==> src/rtl/sipo_deser.sv <==
// Parametrised serial-in/parallel-out deserialiser with a valid/ready output register.
// Optional even-parity framing is enabled by defining SIPO_DESER_PARITY_EN.
module sipo_deser #(
    parameter int unsigned WIDTH     = 8,
    parameter bit          LSB_FIRST = 1'b0
) (
    input  logic                         clk,
    input  logic                         reset_n,
    input  logic                         clear,
    input  logic                         shift_en,
    input  logic                         serial_in,
    output logic [WIDTH-1:0]             live_data,
    output logic [$clog2(WIDTH+1)-1:0]   bit_cnt,
    output logic [WIDTH-1:0]             out_data,
    output logic                         out_valid,
    input  logic                         out_ready,
    output logic                         overrun
`ifdef SIPO_DESER_PARITY_EN
    ,
    output logic                         out_perr
`endif
);

    localparam int unsigned CW = $clog2(WIDTH+1);
`ifdef SIPO_DESER_PARITY_EN
    localparam int unsigned LAST_IDX = WIDTH;
`else
    localparam int unsigned LAST_IDX = WIDTH - 1;
`endif
    localparam logic [CW-1:0] LAST_CNT = CW'(LAST_IDX);

    logic [WIDTH-1:0] sr_q, sr_d;
    logic [CW-1:0]    cnt_q, cnt_d;
    logic [WIDTH-1:0] data_q, data_d;
    logic             valid_q, valid_d;
    logic             ovr_q, ovr_d;
    logic             perr_q, perr_d;

    logic [WIDTH-1:0] shifted;
    logic [WIDTH-1:0] done_word;
    logic             done_perr;
    logic             last_bit;
    logic             complete;
    logic             xfer;
    logic             shift_sr;

    always_comb begin
        shifted   = '0;
        done_word = '0;
        done_perr = 1'b0;
        shift_sr  = 1'b0;

        if (LSB_FIRST) begin
            shifted = {serial_in, sr_q[WIDTH-1:1]};
        end else begin
            shifted = {sr_q[WIDTH-2:0], serial_in};
        end

        last_bit = (cnt_q == LAST_CNT);
        complete = shift_en && last_bit;
        xfer     = valid_q && out_ready;

`ifdef SIPO_DESER_PARITY_EN
        // The parity bit never enters the shift stage; the word is already complete in sr.
        shift_sr  = shift_en && !last_bit;
        done_word = sr_q;
        done_perr = (^sr_q) ^ serial_in;
`else
        shift_sr  = shift_en;
        done_word = shifted;
        done_perr = 1'b0;
`endif
    end

    always_comb begin
        sr_d    = sr_q;
        cnt_d   = cnt_q;
        data_d  = data_q;
        valid_d = valid_q;
        ovr_d   = ovr_q;
        perr_d  = perr_q;

        if (clear) begin
            sr_d    = '0;
            cnt_d   = '0;
            data_d  = '0;
            valid_d = 1'b0;
            ovr_d   = 1'b0;
            perr_d  = 1'b0;
        end else begin
            if (shift_sr) begin
                sr_d = shifted;
            end
            if (shift_en) begin
                cnt_d = last_bit ? '0 : cnt_q + CW'(1);
            end
            if (xfer) begin
                valid_d = 1'b0;
            end
            // A transfer on the completing edge frees the register for the new word.
            if (complete) begin
                if (!valid_q || xfer) begin
                    data_d  = done_word;
                    perr_d  = done_perr;
                    valid_d = 1'b1;
                end else begin
                    ovr_d = 1'b1;
                end
            end
        end
    end

    always_ff @(posedge clk or negedge reset_n) begin
        if (!reset_n) begin
            sr_q    <= '0;
            cnt_q   <= '0;
            data_q  <= '0;
            valid_q <= 1'b0;
            ovr_q   <= 1'b0;
            perr_q  <= 1'b0;
        end else begin
            sr_q    <= sr_d;
            cnt_q   <= cnt_d;
            data_q  <= data_d;
            valid_q <= valid_d;
            ovr_q   <= ovr_d;
            perr_q  <= perr_d;
        end
    end

    assign live_data = sr_q;
    assign bit_cnt   = cnt_q;
    assign out_data  = data_q;
    assign out_valid = valid_q;
    assign overrun   = ovr_q;
`ifdef SIPO_DESER_PARITY_EN
    assign out_perr  = perr_q;
`else
    logic unused_perr;
    assign unused_perr = perr_q ^ done_perr;
`endif

endmodule

==> config.mk <==
export PLATFORM = sky130hd
export DESIGN_NAME = sipo_deser
export DESIGN_NICKNAME = d
export VERILOG_FILES = /design/src/rtl/sipo_deser.sv
export SDC_FILE = /design/constraint.sdc
export NUM_CORES = 1
export LEC_CHECK = 0
export CORE_ASPECT_RATIO = 0.6
export CORE_MARGIN = 2
export CORE_UTILIZATION = 40
export CTS_BUF_LIST = sky130_fd_sc_hd__clkbuf_16
export DETAILED_ROUTE_END_ITERATION = 7
export GPL_TIMING_DRIVEN = 0
export PLACE_DENSITY = 0.69
export SKIP_LAST_GASP = 1
export SLEW_MARGIN = 20
export SYNTH_ARGS = -nofsm -noshare
export SYNTH_HDL_FRONTEND = slang
export SYNTH_SLANG_ARGS = --single-unit
==> constraint.sdc <==
create_clock -name clk -period 3.1 [get_ports clk]
set_input_delay 0.62 -clock clk [delete_from_list [all_inputs] [get_ports clk]]
set_output_delay 0.62 -clock clk [all_outputs]
set_load 0.03 [all_outputs]
Word-level counts from Yosys, hierarchy flattened
Cells that the tools add are included.
{"block": "word_totals", "ff_bits": 22, "inputBits": 6, "out_inout_bits": 22, "word_cells": 32}
{"block": "classes", "add_sub_neg": 1, "n_eq_ne": 2, "muxes": 15, "n_reduce_logical": 9}
{"op": "2-to-1 mux 8 bit", "count": 5}
{"op": "2-to-1 mux 4 bit", "count": 3}
{"op": "2-to-1 mux 1 bit", "count": 7}
{"op": "nonzero test 2 bit", "count": 3}
{"op": "adder 4 x 1 -> 4 bit (second input constant)", "count": 1}
{"op": "== test 4 x 3 -> 1 bit (second input constant)", "count": 1}
{"op": "AND reduction 2 bit", "count": 2}
{"op": "logical AND 1 bit", "count": 2}
{"op": "!= test 2 bit (second input constant)", "count": 1}
{"op": "logical NOT 1 bit", "count": 1}
{"op": "logical OR 1 bit", "count": 1}

Logic depth before layout (Yosys ltp)
{"block": "depth", "depth_word": 5, "mapped_depth": 5, "depth_no_buf": 4}

Worst setup path before layout
No wires, ideal clock.
{"block": "synth_timing", "path_kind": "register -> register", "from": "register cnt_q[0], in the netlist bit_cnt[0]", "to": "register data_q[0], in the netlist out_data[0]", "setup_ns": 0.136, "arrival_ns": 1.287, "t_required_ns": 2.964, "slack_ns": 1.677, "path_stages_with_launch": 5, "path_buffers": 0, "period_less_slack_ns": 1.423, "cell_sequence": "dfrtp_1 -> ha_1 -> nand4b_1 -> o21ai_0 -> a21oi_1"}
{"block": "synth_via", "elab_chain_cells": 4}
{"element": "from (decl)", "line_no": "33", "rtl": "logic [CW-1:0] cnt_q, cnt_d;"}
{"element": "from (signal assigned)", "line_no": "123", "rtl": "cnt_q <= cnt_d;"}
{"element": "== test 4 x 3 -> 1 bit", "line_no": "59", "rtl": "last_bit = (cnt_q == LAST_CNT);"}
{"element": "logical AND 1 bit", "line_no": "60", "rtl": "complete = shift_en && last_bit;"}
{"element": "nonzero test 2 bit (no line)"}
{"element": "AND reduction 2 bit (no line)"}
{"element": "to (signal assigned)", "line_no": "124", "rtl": "data_q <= data_d;"}
{"element": "to (decl)", "line_no": "34", "rtl": "logic [WIDTH-1:0] data_q, data_d;"}
No other way between the ends.
A chain may end at the register's enable or synchronous reset.

Final worst setup path
{"block": "layout_timing", "from": "register cnt_q[0], in the netlist bit_cnt[0]", "to": "output port bit_cnt[0]"}
{"element": "to (decl)", "line_no": "13", "rtl": "output logic [$clog2(WIDTH+1)-1:0] bit_cnt,"}
No word-level cell between the ends.

==> results.sh <==
export IMPL_outcome="completed"
export IMPL_final_cells=146
export IMPL_min_period_ns=2.00
export IMPL_cp_top_family="buffers and inverters"
export IMPL_clkTransAtPathRegs_ns=0.05
export IMPL_synth_main_ff_cell="dfrtp_1"
export IMPL_p_leak_nw=0.567
export IMPL_worst_slew_pin_slew_ns=0.968
export IMPL_share_seq_of_total_power_pct=48.8
export IMPL_pre_cts_slack_ns=1.07
export IMPL_synth_top_area_share_pct=59.2
export IMPL_firstDrtPassIters=4
export IMPL_worst_setup_path_start_kind="flip-flop"
export IMPL_portBuffers=27
export IMPL_synth_area_per_cell_um2=10.8
export IMPL_ys_seq_elements=22
export IMPL_initialDrtViolationCount=39
export IMPL_yosys_top_cells_area="dfrtp_1 59%, mux2i_1 9.7%, a21oi_1 5.9%"
export IMPL_gp_congestion=0.776
export IMPL_worstPathArrival_ns=1.38
export IMPL_post_cts_resized=0
export IMPL_path_buf_inv=1
export IMPL_yosys_area_top_type="dfrtp_1"
export IMPL_ys_seq_area_share_pct=59.2
export IMPL_clk_path_buf_depth=2
export IMPL_slew_headroom_pct=35.3
export IMPL_grt_pass1_wl_mm=3.23
export IMPL_switching_share_pct=20.8
export IMPL_clockRootBuffer="clkbuf_16"
export IMPL_crit_required_ns=2.48
export IMPL_grt_pass1_vias=641
export IMPL_num_rows=13
export IMPL_ant_nets=0
export IMPL_placed_cell_area_mm2=0.00124
export IMPL_wl_per_cell_um=14.2
export IMPL_synthesis_area_um2=930
export IMPL_yosysWarnings=0
export IMPL_cts_made_buffers=3
export IMPL_holdWs_ns=0.503
export IMPL_dp_hpwl_mm=1.44
export IMPL_cts_sinks=22
export IMPL_fp_dieH_um=41.3
export IMPL_grt_ovfl_total=0
export IMPL_maxSlewViolCount=0
export IMPL_hold_violations=0
export IMPL_setup_ws_ns=1.10
export IMPL_min_period_over_period_pct=64.4
export IMPL_power_density_mw_per_mm2=464
export IMPL_yosys_cell_types_count=20
export IMPL_cts_tree="built"
export IMPL_p_sw_mw=0.127
export IMPL_diodes=0
export IMPL_fin_skew_ns=0.00141
export IMPL_fp_dieW_um=66.2
export IMPL_synth_edf_count=0
export IMPL_vias=741
export IMPL_slowest_stage="clkdlybuf4s50_1"
export IMPL_fin_setup_tns_ns=0
export IMPL_syn_instance_count=86
export IMPL_core_area_mm2=0.00218
export IMPL_p_comb_share_pct=8.2
export IMPL_drive_gt1_share_pct=4.31
export IMPL_grt_max_degree=23
export IMPL_finalCoreUtilization_pct=60.2
export IMPL_synth_top_cells_by_count="22 x dfrtp_1, 11 x a21oi_1, 11 x nor2_1, 9 x mux2i_1, 8 x nand3_1"
export IMPL_rsz0062_at_grt="false"
export IMPL_vdd_drop_max_mv=0.333
export IMPL_clk_latency_ns=0.25
export IMPL_die_area_mm2=0.00274
export IMPL_dp_cells=143
export IMPL_drt_vias_per_instance=5.08
export IMPL_finalPower_mw=0.609
export IMPL_finalInstanceArea_mm2=0.00131
export IMPL_ctsHtreeMaxLevel=1
export IMPL_routed_wl_mm=2.07
export IMPL_critPathMaxFanout=4
export IMPL_syn2layout_area_growth_pct=41.2
export IMPL_fmax_mhz=501
export IMPL_grt_util_all_layers_pct=16.7
export IMPL_drv_cap=0
export IMPL_drc_errors=0
export IMPL_synth_fp_nets=93
export IMPL_hold_buffers=0
export IMPL_end_kind="output pin"
export IMPL_crit_path_cell_trace="clkdlybuf4s50_1"
export IMPL_intPower_mw=0.483
export IMPL_async_reset_ff_share_pct=100
export IMPL_ios=28
export IMPL_worstSetupPathType="reg2out"
export IMPL_antenna_found_initial=0
export IMPL_postCtsSetupBuffers=0
export IMPL_nets=125
export IMPL_clockPowerShare_pct=43.0
export IMPL_yosysMostFrequentCell="dfrtp_1"
export IMPL_start_util_pct=42.7
export IMPL_hp_class="reg2reg"
export IMPL_setup_viol=0
export IMPL_slowest_delay_ns=0.70
[metal layers]
layer	up-vias	track usage, %	wire length (um)
li1	361	-	-
met1	361	25.6	1120
met2	19	24.0	840
met3	0	5.11	117
met4	0	1.53	0
met5	-	0	0
[final timing paths]
kind,from,to,slack [ns],depth (start not counted)
setup / recovery,bit_cnt[0]$_DFFE_PN0P_,bit_cnt[0],1.10,1
hold / removal,overrun$_DFFE_PN0P_,overrun$_DFFE_PN0P_,0.50,2
setup reg to reg,bit_cnt[0]$_DFFE_PN0P_,out_data[0]$_DFFE_PN0P_,1.61,4
max in group asynchronous,reset_n,live_data[4]$_DFFE_PN0P_,1.60,1
hold reg to reg,overrun$_DFFE_PN0P_,overrun$_DFFE_PN0P_,0.50,2
min in group asynchronous,reset_n,live_data[7]$_DFFE_PN0P_,0.91,1
[worst register-to-register path, delay by kind of cell, from the launching register on]
family / cells / cell delay [ns]
AO/OA/AOI/OAI: 2 / 0.36
adder cells (fa/ha/maj): 1 / 0.23
flip-flops: 1 / 0.43
AND/OR/NAND/NOR: 1 / 0.33
[power by group through the flow]
stage          Clock, mW  Sequential (mW)  Combinational [mW]
2_1_floorplan          0            0.309              0.0163
3_3_place_gp           0            0.302              0.0504
3_5_place_dp           0            0.302              0.0503
4_1_cts            0.269            0.297              0.0510
5_1_grt            0.279            0.298              0.0539
6_report           0.262            0.297              0.0500
[layout make-up]
class / count / area [um2]
tap: 30 / 37.5
clock buffer: 3 / 75.1
sequential: 22 / 551
timing repair buffer: 27 / 270
multi-input combinational: 59 / 353
buffer: 5 / 26.3
fill: 195 / 867
[registers in the layout (all words and copies together) (netlist names)]
signal / count
out_data: 8
bit_cnt: 4
live_data: 8
overrun: 1
out_valid: 1
[cell usage in the layout (no fill, tap or decap), drive strengths merged]
| cell | synthesis | final |
|---|---|---|
| clkbuf | 3 | 6 |
| dfrtp | 22 | 22 |
| nor2b | 1 | 1 |
| buf | 2 | 2 |
| clkdlybuf4s50 | 0 | 27 |
| nor3 | 1 | 1 |
| nand4b | 1 | 1 |
| a21oi | 11 | 11 |
| nand2 | 2 | 2 |
| nand4 | 1 | 1 |
| nand3 | 8 | 8 |
| xor2 | 1 | 1 |
| or3 | 1 | 1 |
| nor2 | 11 | 11 |
| and4b | 1 | 1 |
| ha | 1 | 1 |
| mux2i | 9 | 9 |
| o21ai | 8 | 8 |
| xnor2 | 1 | 1 |
| nand2b | 1 | 1 |
[kinds of logic after synthesis]
logic type | Yosys count | share of synthesized area, %
multiplexers | 9 | 9.69
XOR/XNOR | 2 | 1.88
buffers and inverters | 5 | 2.83
AO/OA/AOI/OAI | 19 | 10.2
flip-flops | 22 | 59.2
AND/OR/NAND/NOR | 28 | 14.8
adder cells (fa/ha/maj) | 1 | 1.35
Note: power is estimated with default switching activity, not from simulation.
